### src/rtl/regfile_pkg.sv
// Shared types for the register-file write-back front end.
package regfile_pkg;

  localparam int NUM_REG   = 16;
  localparam int SEL_WIDTH = 4;
  localparam int D_WIDTH   = 34;

  // One pending register write: destination select plus data.
  typedef struct packed {
    logic [SEL_WIDTH-1:0] wa;
    logic [D_WIDTH-1:0]   wd;
  } wb_req_t;

  // Producer identity; also used as the round-robin pointer value.
  typedef enum logic {
    SRC_ALU = 1'b0,
    SRC_MEM = 1'b1
  } src_e;

endpackage

### src/rtl/wb_fifo.sv
// Small per-source write-back FIFO. No fall-through: a push into an empty
// FIFO becomes visible at the head on the following cycle. Every entry is
// exposed alongside a valid vector so the top can build the pending mask.
module wb_fifo
  import regfile_pkg::*;
#(
  parameter int DEPTH = 2
) (
  input  logic                  clk,
  input  logic                  rst_n,
  input  logic                  push,
  input  wb_req_t               push_data,
  input  logic                  pop,
  output logic                  full,
  output logic                  empty,
  output wb_req_t               head,
  output wb_req_t [DEPTH-1:0]   entries,
  output logic    [DEPTH-1:0]   entry_vld
);

  localparam int PW = (DEPTH > 1) ? $clog2(DEPTH) : 1;

  logic [PW-1:0] rd_ptr;
  logic [PW-1:0] wr_ptr;
  logic [PW:0]   cnt;
  wb_req_t       mem [DEPTH];
  logic          do_push;
  logic          do_pop;

  // A slot holds live data when its distance from the read pointer
  // (modulo DEPTH, via natural pointer wrap) is below the occupancy.
  function automatic logic slot_valid(input logic [PW-1:0] slot,
                                      input logic [PW-1:0] rd,
                                      input logic [PW:0]   n);
    logic [PW-1:0] off;
    off = slot - rd;
    return ({1'b0, off} < n);
  endfunction

  assign full    = (cnt == (PW+1)'(DEPTH));
  assign empty   = (cnt == '0);
  assign do_push = push & ~full;
  assign do_pop  = pop & ~empty;
  assign head    = mem[rd_ptr];

  // Pointer and occupancy bookkeeping; push+pop together leaves cnt unchanged.
  always_ff @(posedge clk or negedge rst_n) begin
    if (!rst_n) begin
      rd_ptr <= '0;
      wr_ptr <= '0;
      cnt    <= '0;
    end else begin
      if (do_push) wr_ptr <= wr_ptr + PW'(1);
      if (do_pop)  rd_ptr <= rd_ptr + PW'(1);
      case ({do_push, do_pop})
        2'b10:   cnt <= cnt + (PW+1)'(1);
        2'b01:   cnt <= cnt - (PW+1)'(1);
        default: cnt <= cnt;
      endcase
    end
  end

  // Payload storage; only control state needs reset.
  always_ff @(posedge clk) begin
    if (do_push) mem[wr_ptr] <= push_data;
  end

  // Expose every slot and whether it currently holds a queued write.
  always_comb begin
    for (int i = 0; i < DEPTH; i++) begin
      entries[i]   = mem[i];
      entry_vld[i] = slot_valid(PW'(i), rd_ptr, cnt);
    end
  end

endmodule

### src/rtl/regfile_wb.sv
// Write-back front end for the register file: buffers ALU and MEM results,
// arbitrates round-robin, issues at most one write per cycle and publishes
// a per-register pending mask for hazard stalls.
module regfile_wb
  import regfile_pkg::*;
#(
  parameter int NUM_REG   = 16,
  parameter int SEL_WIDTH = 4,
  parameter int D_WIDTH   = 34,
  parameter int DEPTH     = 2
) (
  input  logic                 clk,
  input  logic                 rst_n,
  input  logic                 alu_valid_i,
  output logic                 alu_ready_o,
  input  logic [SEL_WIDTH-1:0] alu_wa_i,
  input  logic [D_WIDTH-1:0]   alu_wd_i,
  input  logic                 mem_valid_i,
  output logic                 mem_ready_o,
  input  logic [SEL_WIDTH-1:0] mem_wa_i,
  input  logic [D_WIDTH-1:0]   mem_wd_i,
  output logic                 wen_o,
  output logic [SEL_WIDTH-1:0] wa_o,
  output logic [D_WIDTH-1:0]   wd_o,
  output logic [NUM_REG-1:0]   pend_o,
  output logic                 busy_o
);

  wb_req_t               alu_req_p0;
  wb_req_t               mem_req_p0;
  wb_req_t               alu_head_p0;
  wb_req_t               mem_head_p0;
  wb_req_t               head_sel_p0;
  wb_req_t [DEPTH-1:0]   alu_entries;
  wb_req_t [DEPTH-1:0]   mem_entries;
  logic    [DEPTH-1:0]   alu_entry_vld;
  logic    [DEPTH-1:0]   mem_entry_vld;
  logic                  alu_full;
  logic                  alu_empty;
  logic                  mem_full;
  logic                  mem_empty;
  logic                  alu_push;
  logic                  mem_push;
  logic                  gnt_alu;
  logic                  gnt_mem;
  src_e                  rr_ptr;
  logic                  vld_p1;
  logic [SEL_WIDTH-1:0]  wa_p1;
  logic [D_WIDTH-1:0]    wd_p1;
  logic [NUM_REG-1:0]    pend;

  function automatic logic [NUM_REG-1:0] reg_onehot(input logic [SEL_WIDTH-1:0] sel);
    logic [NUM_REG-1:0] r;
    r      = '0;
    r[sel] = 1'b1;
    return r;
  endfunction

  // Ready depends only on registered FIFO occupancy.
  assign alu_ready_o = ~alu_full;
  assign mem_ready_o = ~mem_full;
  assign alu_push    = alu_valid_i & alu_ready_o;
  assign mem_push    = mem_valid_i & mem_ready_o;

  assign alu_req_p0  = '{wa: alu_wa_i, wd: alu_wd_i};
  assign mem_req_p0  = '{wa: mem_wa_i, wd: mem_wd_i};

  // ---- stage p0: per-source FIFOs ----
  wb_fifo #(.DEPTH(DEPTH)) u_alu_fifo (
    .clk       (clk),
    .rst_n     (rst_n),
    .push      (alu_push),
    .push_data (alu_req_p0),
    .pop       (gnt_alu),
    .full      (alu_full),
    .empty     (alu_empty),
    .head      (alu_head_p0),
    .entries   (alu_entries),
    .entry_vld (alu_entry_vld)
  );

  wb_fifo #(.DEPTH(DEPTH)) u_mem_fifo (
    .clk       (clk),
    .rst_n     (rst_n),
    .push      (mem_push),
    .push_data (mem_req_p0),
    .pop       (gnt_mem),
    .full      (mem_full),
    .empty     (mem_empty),
    .head      (mem_head_p0),
    .entries   (mem_entries),
    .entry_vld (mem_entry_vld)
  );

  // Round-robin grant: a lone non-empty source wins, contention follows rr_ptr.
  always_comb begin
    gnt_alu = 1'b0;
    gnt_mem = 1'b0;
    if (!alu_empty && !mem_empty) begin
      if (rr_ptr == SRC_ALU) gnt_alu = 1'b1;
      else                   gnt_mem = 1'b1;
    end else if (!alu_empty) begin
      gnt_alu = 1'b1;
    end else if (!mem_empty) begin
      gnt_mem = 1'b1;
    end
  end

  assign head_sel_p0 = gnt_mem ? mem_head_p0 : alu_head_p0;

  // Pointer always moves to the source that lost (or did not request).
  always_ff @(posedge clk or negedge rst_n) begin
    if (!rst_n)       rr_ptr <= SRC_ALU;
    else if (gnt_alu) rr_ptr <= SRC_MEM;
    else if (gnt_mem) rr_ptr <= SRC_ALU;
  end

  // ---- stage p1: output register driving the regfile write port ----
  always_ff @(posedge clk or negedge rst_n) begin
    if (!rst_n) begin
      vld_p1 <= 1'b0;
      wa_p1  <= '0;
      wd_p1  <= '0;
    end else begin
      vld_p1 <= gnt_alu | gnt_mem;
      if (gnt_alu | gnt_mem) begin
        wa_p1 <= head_sel_p0.wa;
        wd_p1 <= head_sel_p0.wd;
      end
    end
  end

  // Pending mask: every queued destination plus the one being presented.
  always_comb begin
    pend = '0;
    for (int i = 0; i < DEPTH; i++) begin
      if (alu_entry_vld[i]) pend = pend | reg_onehot(alu_entries[i].wa);
      if (mem_entry_vld[i]) pend = pend | reg_onehot(mem_entries[i].wa);
    end
    if (vld_p1) pend = pend | reg_onehot(wa_p1);
  end

  assign wen_o  = vld_p1;
  assign wa_o   = wa_p1;
  assign wd_o   = wd_p1;
  assign pend_o = pend;
  assign busy_o = ~alu_empty | ~mem_empty | vld_p1;

endmodule

### config.mk
export PLATFORM = sky130hd
export DESIGN_NAME = regfile_wb
export DESIGN_NICKNAME = d
export VERILOG_FILES = /design/src/rtl/regfile_pkg.sv /design/src/rtl/wb_fifo.sv /design/src/rtl/regfile_wb.sv
export SDC_FILE = /design/constraint.sdc
export NUM_CORES = 1
export LEC_CHECK = 0
export CORE_MARGIN = 1.5
export CORE_UTILIZATION = 48
export CTS_CLUSTER_SIZE = 28
export DETAILED_ROUTE_END_ITERATION = 12
export PLACE_DENSITY = 0.77
export SETUP_SLACK_MARGIN = 0.05
export SLEW_MARGIN = 20
export SYNTH_ARGS = -nofsm -noshare
export SYNTH_HDL_FRONTEND = slang
export SYNTH_SLANG_ARGS = --single-unit
### constraint.sdc
create_clock -name clk -period 2.9 [get_ports clk]
set_clock_uncertainty 0.05 [all_clocks]
set_input_delay 0.725 -clock clk [delete_from_list [all_inputs] [get_ports clk]]
set_output_delay 0.725 -clock clk [all_outputs]
set_load 0.02 [all_outputs]
# After elaboration in Yosys (flattened, before gate mapping)
# Memories as Yosys holds them, arrays and structs flattened.
# Index checks and enable logic that the tools add are counted.
word_totals:
  regBits: 48
  ramBits: 152
  inputBits: 80
  word_cells: 105
  memories: 2
memory_table:
  columns: ["memory", "depth", "width", "read_ports", "rd_clocked_by_memory_dff", "wr", "line", "rtl"]
  rows:
  - ["u_alu_fifo.mem", 2, 38, 3, 0, 1, "wb_fifo.sv:26", "wb_req_t mem [DEPTH];"]
  - ["u_mem_fifo.mem", 2, 38, 3, 0, 1, "wb_fifo.sv:26", null]
op_classes:
  add_sub_neg: 12
  magnitude_cmp: 14
  n_eq_ne: 6
  muxes: 31
  n_bitwise: 17
  reduce_logical: 13
ops:
  columns: ["op", "n"]
  rows:
  - ["$mux 16", 5]
  - ["$or 16x16->16", 4]
  - ["$mux 38", 1]
  - ["$lt 4x5->1 const B", 5]
  - ["$demux 1 s4", 5]
  - ["$ge 4x1->1 const B", 5]
  - ["$mux 1", 18]
  - ["$eq 2x2->1 const B", 4]
  - ["$lt 1x2->1", 4]
  - ["$pmux 2 s2", 2]
  - ["$and 1x1->1", 6]
  - ["$logic_and 1x1->1", 6]
  - ["$reduce_bool 2->1", 3]
  - ["$add 1x1->1 const B", 4]
  - ["$add 2x1->2 const B", 2]
  - ["$eq 2x1->1 const B", 2]
  - ["$logic_not 2->1", 2]
  - ["$not 1->1", 4]
  - ["$sub 1x1->1 const A", 4]
  - ["$sub 2x1->2 const B", 2]
  - ["$or 1x1->1", 3]
  - ["$logic_not 1->1", 2]

# Logic depth before layout (Yosys ltp)
logic_depth:
  ltp_word: 13
  depth_mapped: 9
  ltp_nobuf: 7

# Hierarchy
# Synthesis repeated with hierarchy kept, for this count alone.
hier_totals:
  cells_unflattened: 569
  area_unflattened_um2: 8695.8
modules_own_cells:
  columns: ["mod", "instances", "cells_per_inst", "area_each_um2", "seq_area_each_um2"]
  rows:
  - ["wb_fifo", 2, 139, 2945.3, 2382.3]
  - ["regfile_wb", 1, 291, 2805.2, 1001.0]

# Worst setup path after synthesis
# No wires, ideal clock.
synth_path:
  path_type: "reg2reg"
  start: "register u_alu_fifo.cnt[0]"
  end: "memory u_alu_fifo.mem[0][0] (netlist bit) (enable)"
  t_arrival_ns: 2.489
  required_time_ns: 2.417
  path_slack_ns: -0.072
  stages_incl_launch_ff: 5
  n_path_buf: 1
  synth_period_minus_slack_ns: 2.972
  cell_sequence: "dfrtp_1 buf_2 nand2b_1 nand2_1 nor2_1"
synth_via:
  elab_chain_cells: 6
synth_rtl:
  columns: ["element", "line", "rtl"]
  rows:
  - ["start: declaration", "wb_fifo.sv:25", "logic [PW:0] cnt;"]
  - ["start signal: assignment", "wb_fifo.sv:56", "2'b10: cnt <= cnt + (PW+1)'(1);"]
  - ["start signal: assignment", "wb_fifo.sv:57", "2'b01: cnt <= cnt - (PW+1)'(1);"]
  - ["start signal: assignment", "wb_fifo.sv:58", "default: cnt <= cnt;"]
  - ["$eq 2x2->1 *", "wb_fifo.sv:40", "assign full = (cnt == (PW+1)'(DEPTH));"]
  - ["$not 1->1 *", "regfile_wb.sv:60", "assign alu_ready_o = ~alu_full;"]
  - ["named net alu_ready_o", "regfile_wb.sv:15", "output logic alu_ready_o,"]
  - ["$and 1x1->1", "regfile_wb.sv:62", "assign alu_push = alu_valid_i & alu_ready_o;"]
  - ["$and 1x1->1 *", "wb_fifo.sv:42", "assign do_push = push & ~full;"]
  - ["$mux 1 *", "wb_fifo.sv:65", "if (do_push) mem[wr_ptr] <= push_data;"]
  - ["$mux 1 (implied by the code) *", "wb_fifo.sv:65", null]
  - ["end: declaration", "wb_fifo.sv:26", null]
# Mark *: on every way through the listed nets, which the timed path passes. The rest lies on a longest branch.

# Worst setup path in the final report
layout_path:
  start: "register u_mem_fifo.rd_ptr"
  end: "output port pend_o[11]"
layout_via:
  elab_chain_cells: 9
  elab_cells_between_ends: 11
  classes_between: "2 x add/sub; 2 x order compare; 4 x mux; 3 x bitwise"
layout_rtl:
  columns: ["element", "line", "rtl"]
  rows:
  - ["start: declaration", "wb_fifo.sv:23", "logic [PW-1:0] rd_ptr;"]
  - ["start signal: assignment", "wb_fifo.sv:54", "if (do_pop) rd_ptr <= rd_ptr + PW'(1);"]
  - ["$sub 1x1->1", "wb_fifo.sv:36", "off = slot - rd;"]
  - ["$lt 1x2->1", "wb_fifo.sv:37", "return ({1'b0, off} < n);"]
  - ["$mux 16", "regfile_wb.sv:138", "if (mem_entry_vld[i]) pend = pend | reg_onehot(mem_entries[i].wa);"]
  - ["$or 16x16->16", "regfile_wb.sv:137", "if (alu_entry_vld[i]) pend = pend | reg_onehot(alu_entries[i].wa);"]
  - ["$mux 16", "regfile_wb.sv:137", null]
  - ["$or 16x16->16", "regfile_wb.sv:138", null]
  - ["$mux 16 *", "regfile_wb.sv:138", null]
  - ["$or 16x16->16", "regfile_wb.sv:140", "if (vld_p1) pend = pend | reg_onehot(wa_p1);"]
  - ["$mux 16 *", "regfile_wb.sv:140", null]
  - ["end: declaration", "regfile_wb.sv:25", "output logic [NUM_REG-1:0] pend_o,"]
# Every way passes the cells marked *; elsewhere a longest branch is shown, timed or not.

==> impl_metrics.py <==
metrics = {
    "clocking": {
        "clk_pin_slew_ns": 0.07,
        "cts_buffers": 17,
        "cts.sinks": 200,
        "h-tree-depth": 4,
        "clockBufferDepth": 2,
        "clock_latency_ns": 0.42,
        "root_buffer": "clkbuf_16",
        "hold_buffers": 0,
        "cts_tree": "built",
    },
    "global_route": {
        "grt_max_degree": 52,
        "grt_pass1_wl_um": 32100,
        "grt_pass1_vias": 5886,
        "overflow": 0,
        "antenna_found_initial": 0,
        "grt_usage_pct": 23.5,
    },
    "run": {
        "cap_viol_max_count": 0,
    },
    "detailed_routing": {
        "ant_nets": 0,
        "viasPerCell": 5.75,
        "vias": 5746,
        "drcViolationCount": 0,
        "wl_per_cell_um": 20.9,
        "totalWireLength_um": 20900,
        "drtIter0Drc": 375,
        "dr.pass1.iters": 7,
    },
    "finish": {
        "areaGrowthSynthToFinish_pct": 27.5,
        "drive_gt1_share_pct": 16.3,
        "antennaDiodeCount": 0,
        "fillers": 1315,
        "finalNetCount": 843,
        "post-route-util_pct": 62.6,
    },
    "sta": {
        "worst_slew_pin_slew_ns": 0.909,
        "post-route-period-util_pct": 96.9,
        "min_period_ns": 2.81,
        "slew_headroom_pct": 39.3,
        "drv_slew": 0,
        "rsz0062_at_grt": "yes",
        "setup_viol": 0,
        "hold_violations": 0,
        "setup-tns-final_ns": 0,
        "max_freq_mhz": 356,
    },
    "synth": {
        "synth.avg_cell_area_um2": 14.0,
        "ys.flop_type": "edfxtp_1",
        "synthCells": 605,
        "synth_seq_area_share_pct": 67.9,
        "synthArstFlopShare_pct": 24.0,
        "synth.ff_latch_count": 200,
        "synthesis.area_mm2": 0.00849,
        "synth_edf_count": 152,
        "ys_warn_count": 0,
        "syn_nets": 687,
        "synth_cell_types": 50,
    },
    "worst_setup_path": {
        "path_class": "reg -> out",
        "r2r_slack_ns": 0.31,
        "endpoint_kind": "output port",
        "cp_max_fo": 4,
        "crit_arrival_ns": 2.03,
        "cp.required_ns": 2.12,
        "start_kind": "flip-flop",
    },
    "power": {
        "leakagePower_nw": 4.04,
        "power.density_mw_per_mm2": 1110,
        "vdd_drop_max_mv": 0.625,
    },
    "placement": {
        "hpwlAfterDp_um": 14300,
        "numPortBuffers": 137,
        "place.gp.congestion": 0.912,
    },
    "floorplanning": {
        "core_mm2": 0.0173,
        "dieArea_mm2": 0.0185,
        "start_util_pct": 49.1,
        "die_h_um": 136,
        "dieWidth_um": 136,
        "num_rows": 48,
        "io-pin-count": 138,
    },
    "worst_hold_path": {
        "min_path_type": "in -> async",
    },
    "run_status": {
        "outcome": "complete, no violations",
    },
}
[critical path: stages, from the launching register on]
cell and delay (ns):
dfrtp_2 0.45, a21oi_4 0.22, nor3b_2 0.08, and3_1 0.18, or4_4 0.54, buf_6 0.15
[synthesized netlist by cell type, types with 7 or more instances]
cell type	n	area, um^2
a21oi_1	30	150
a22oi_1	35	263
a31oi_1	7	43.8
buf_2	15	75.1
clkbuf_1	11	41.3
dfrtp_1	48	1200
edfxtp_1	152	4560
mux2_2	25	282
mux2i_1	51	510
nand2_1	26	97.6
nand3_1	32	160
nor2_1	47	176
nor2b_1	9	56.3
o211a_1	13	130
o21ai_0	25	125
xnor2_1	8	70.1
[flip-flops by register name (all words and copies together), names as in the netlist]
register / flops
wen_o: 1
u_mem_fifo.wr_ptr: 1
u_alu_fifo.cnt: 2
u_mem_fifo.mem: 76
u_mem_fifo.rd_ptr: 1
u_alu_fifo.mem: 76
wa_o: 4
u_alu_fifo.wr_ptr: 1
u_mem_fifo.cnt: 2
wd_o: 34
rr_ptr: 1
u_alu_fifo.rd_ptr: 1
[layer usage]
layer  wire length [um]  GRT usage [%]  up-vias
met2              10600           40.9      212
li1                   -              -     2627
met4                486           8.87        0
met5                  0              0        -
met1               8590           29.0     2871
met3               1210           4.55       36
[power breakdown]
group          leakage [nW]  total [mW]  switching, mW  internal [mW]
clock network         0.264        2.19          0.984           1.21
registers              1.97        4.54          0.488           4.05
logic                  1.81        5.33           3.08           2.25
[area by class of cell]
class / count / area [um^2] / area share [%]
tap: 225 / 282 / 2.60
timing repair buffer: 169 / 1600 / 14.8
clock buffer: 21 / 450 / 4.16
clock inverter: 11 / 96.3 / 0.889
multi-input combinational: 368 / 2610 / 24.1
sequential: 200 / 5770 / 53.3
inverter: 5 / 18.8 / 0.173
[per-stage QoR]
| step | setup WS (ns) | std cells | hold WS, ns | area, um^2 | total power [mW] |
|---|---|---|---|---|---|
| after global routing | 0.0240 | 999 | 0.200 | 10800 | 12.7 |
| after floorplan | 0.366 | 605 | 0.379 | 8500 | 7.86 |
| after global placement | 0.104 | 963 | 0.469 | 10200 | 9.78 |
| after CTS | 0.0522 | 998 | 0.176 | 10800 | 12.1 |
| after detailed placement | 0.0622 | 963 | 0.470 | 10200 | 9.90 |
| final | 0.0912 | 999 | 0.193 | 10800 | 12.1 |
[placed cells by master, fill, tap and decap left out, drive strengths merged, types with 13 or more instances in the layout]
master         Yosys  routed
mux2i             51      51
o21ai             27      27
a21oi             33      33
mux2              25      25
nand2             26      26
nor2              47      47
buf               21      36
edfxtp           152     152
dfrtp             48      48
o211a             13      13
a22oi             35      35
clkbuf            11      26
clkdlybuf4s50      0     119
nand3             32      32
[kinds of logic (layout without fill, tap and decap cells)]
kind of cell | after synthesis | in the layout | share of synthesized area, %
muxes | 76 | 76 | 9.33
AOI/OAI and AO/OA | 130 | 130 | 10.6
and+or+nand+nor | 150 | 150 | 8.59
adders and majority gates | 2 | 2 | 0.295
buffers and inverters | 37 | 206 | 2.25
DFF | 200 | 200 | 67.9
xor gates and xnor gates | 10 | 10 | 1.03
[worst paths after layout]
kind                       depth (start not counted)               from           endpoint
setup reg to reg                                   7  u_alu_fifo.cnt[0]  u_mem_fifo.cnt[1]
max in group asynchronous                          2              rst_n  u_mem_fifo.cnt[0]
hold / removal                                     1              rst_n           wd_o[20]
min in group clk                                   1           wd_o[18]           wd_o[18]
setup / recovery                                   5  u_mem_fifo.rd_ptr         pend_o[11]
hold reg to reg                                    1           wd_o[18]           wd_o[18]
[repair_timing]
item | in CTS | in global routing
setup endpoints to repair | 17 | 14
pin swaps | 2 | 3
setup buffers | 3 | 1
gates cloned | 0 | 0
resized for setup | 42 | 18
No activity file was read; power rests on OpenSTA's default activity.
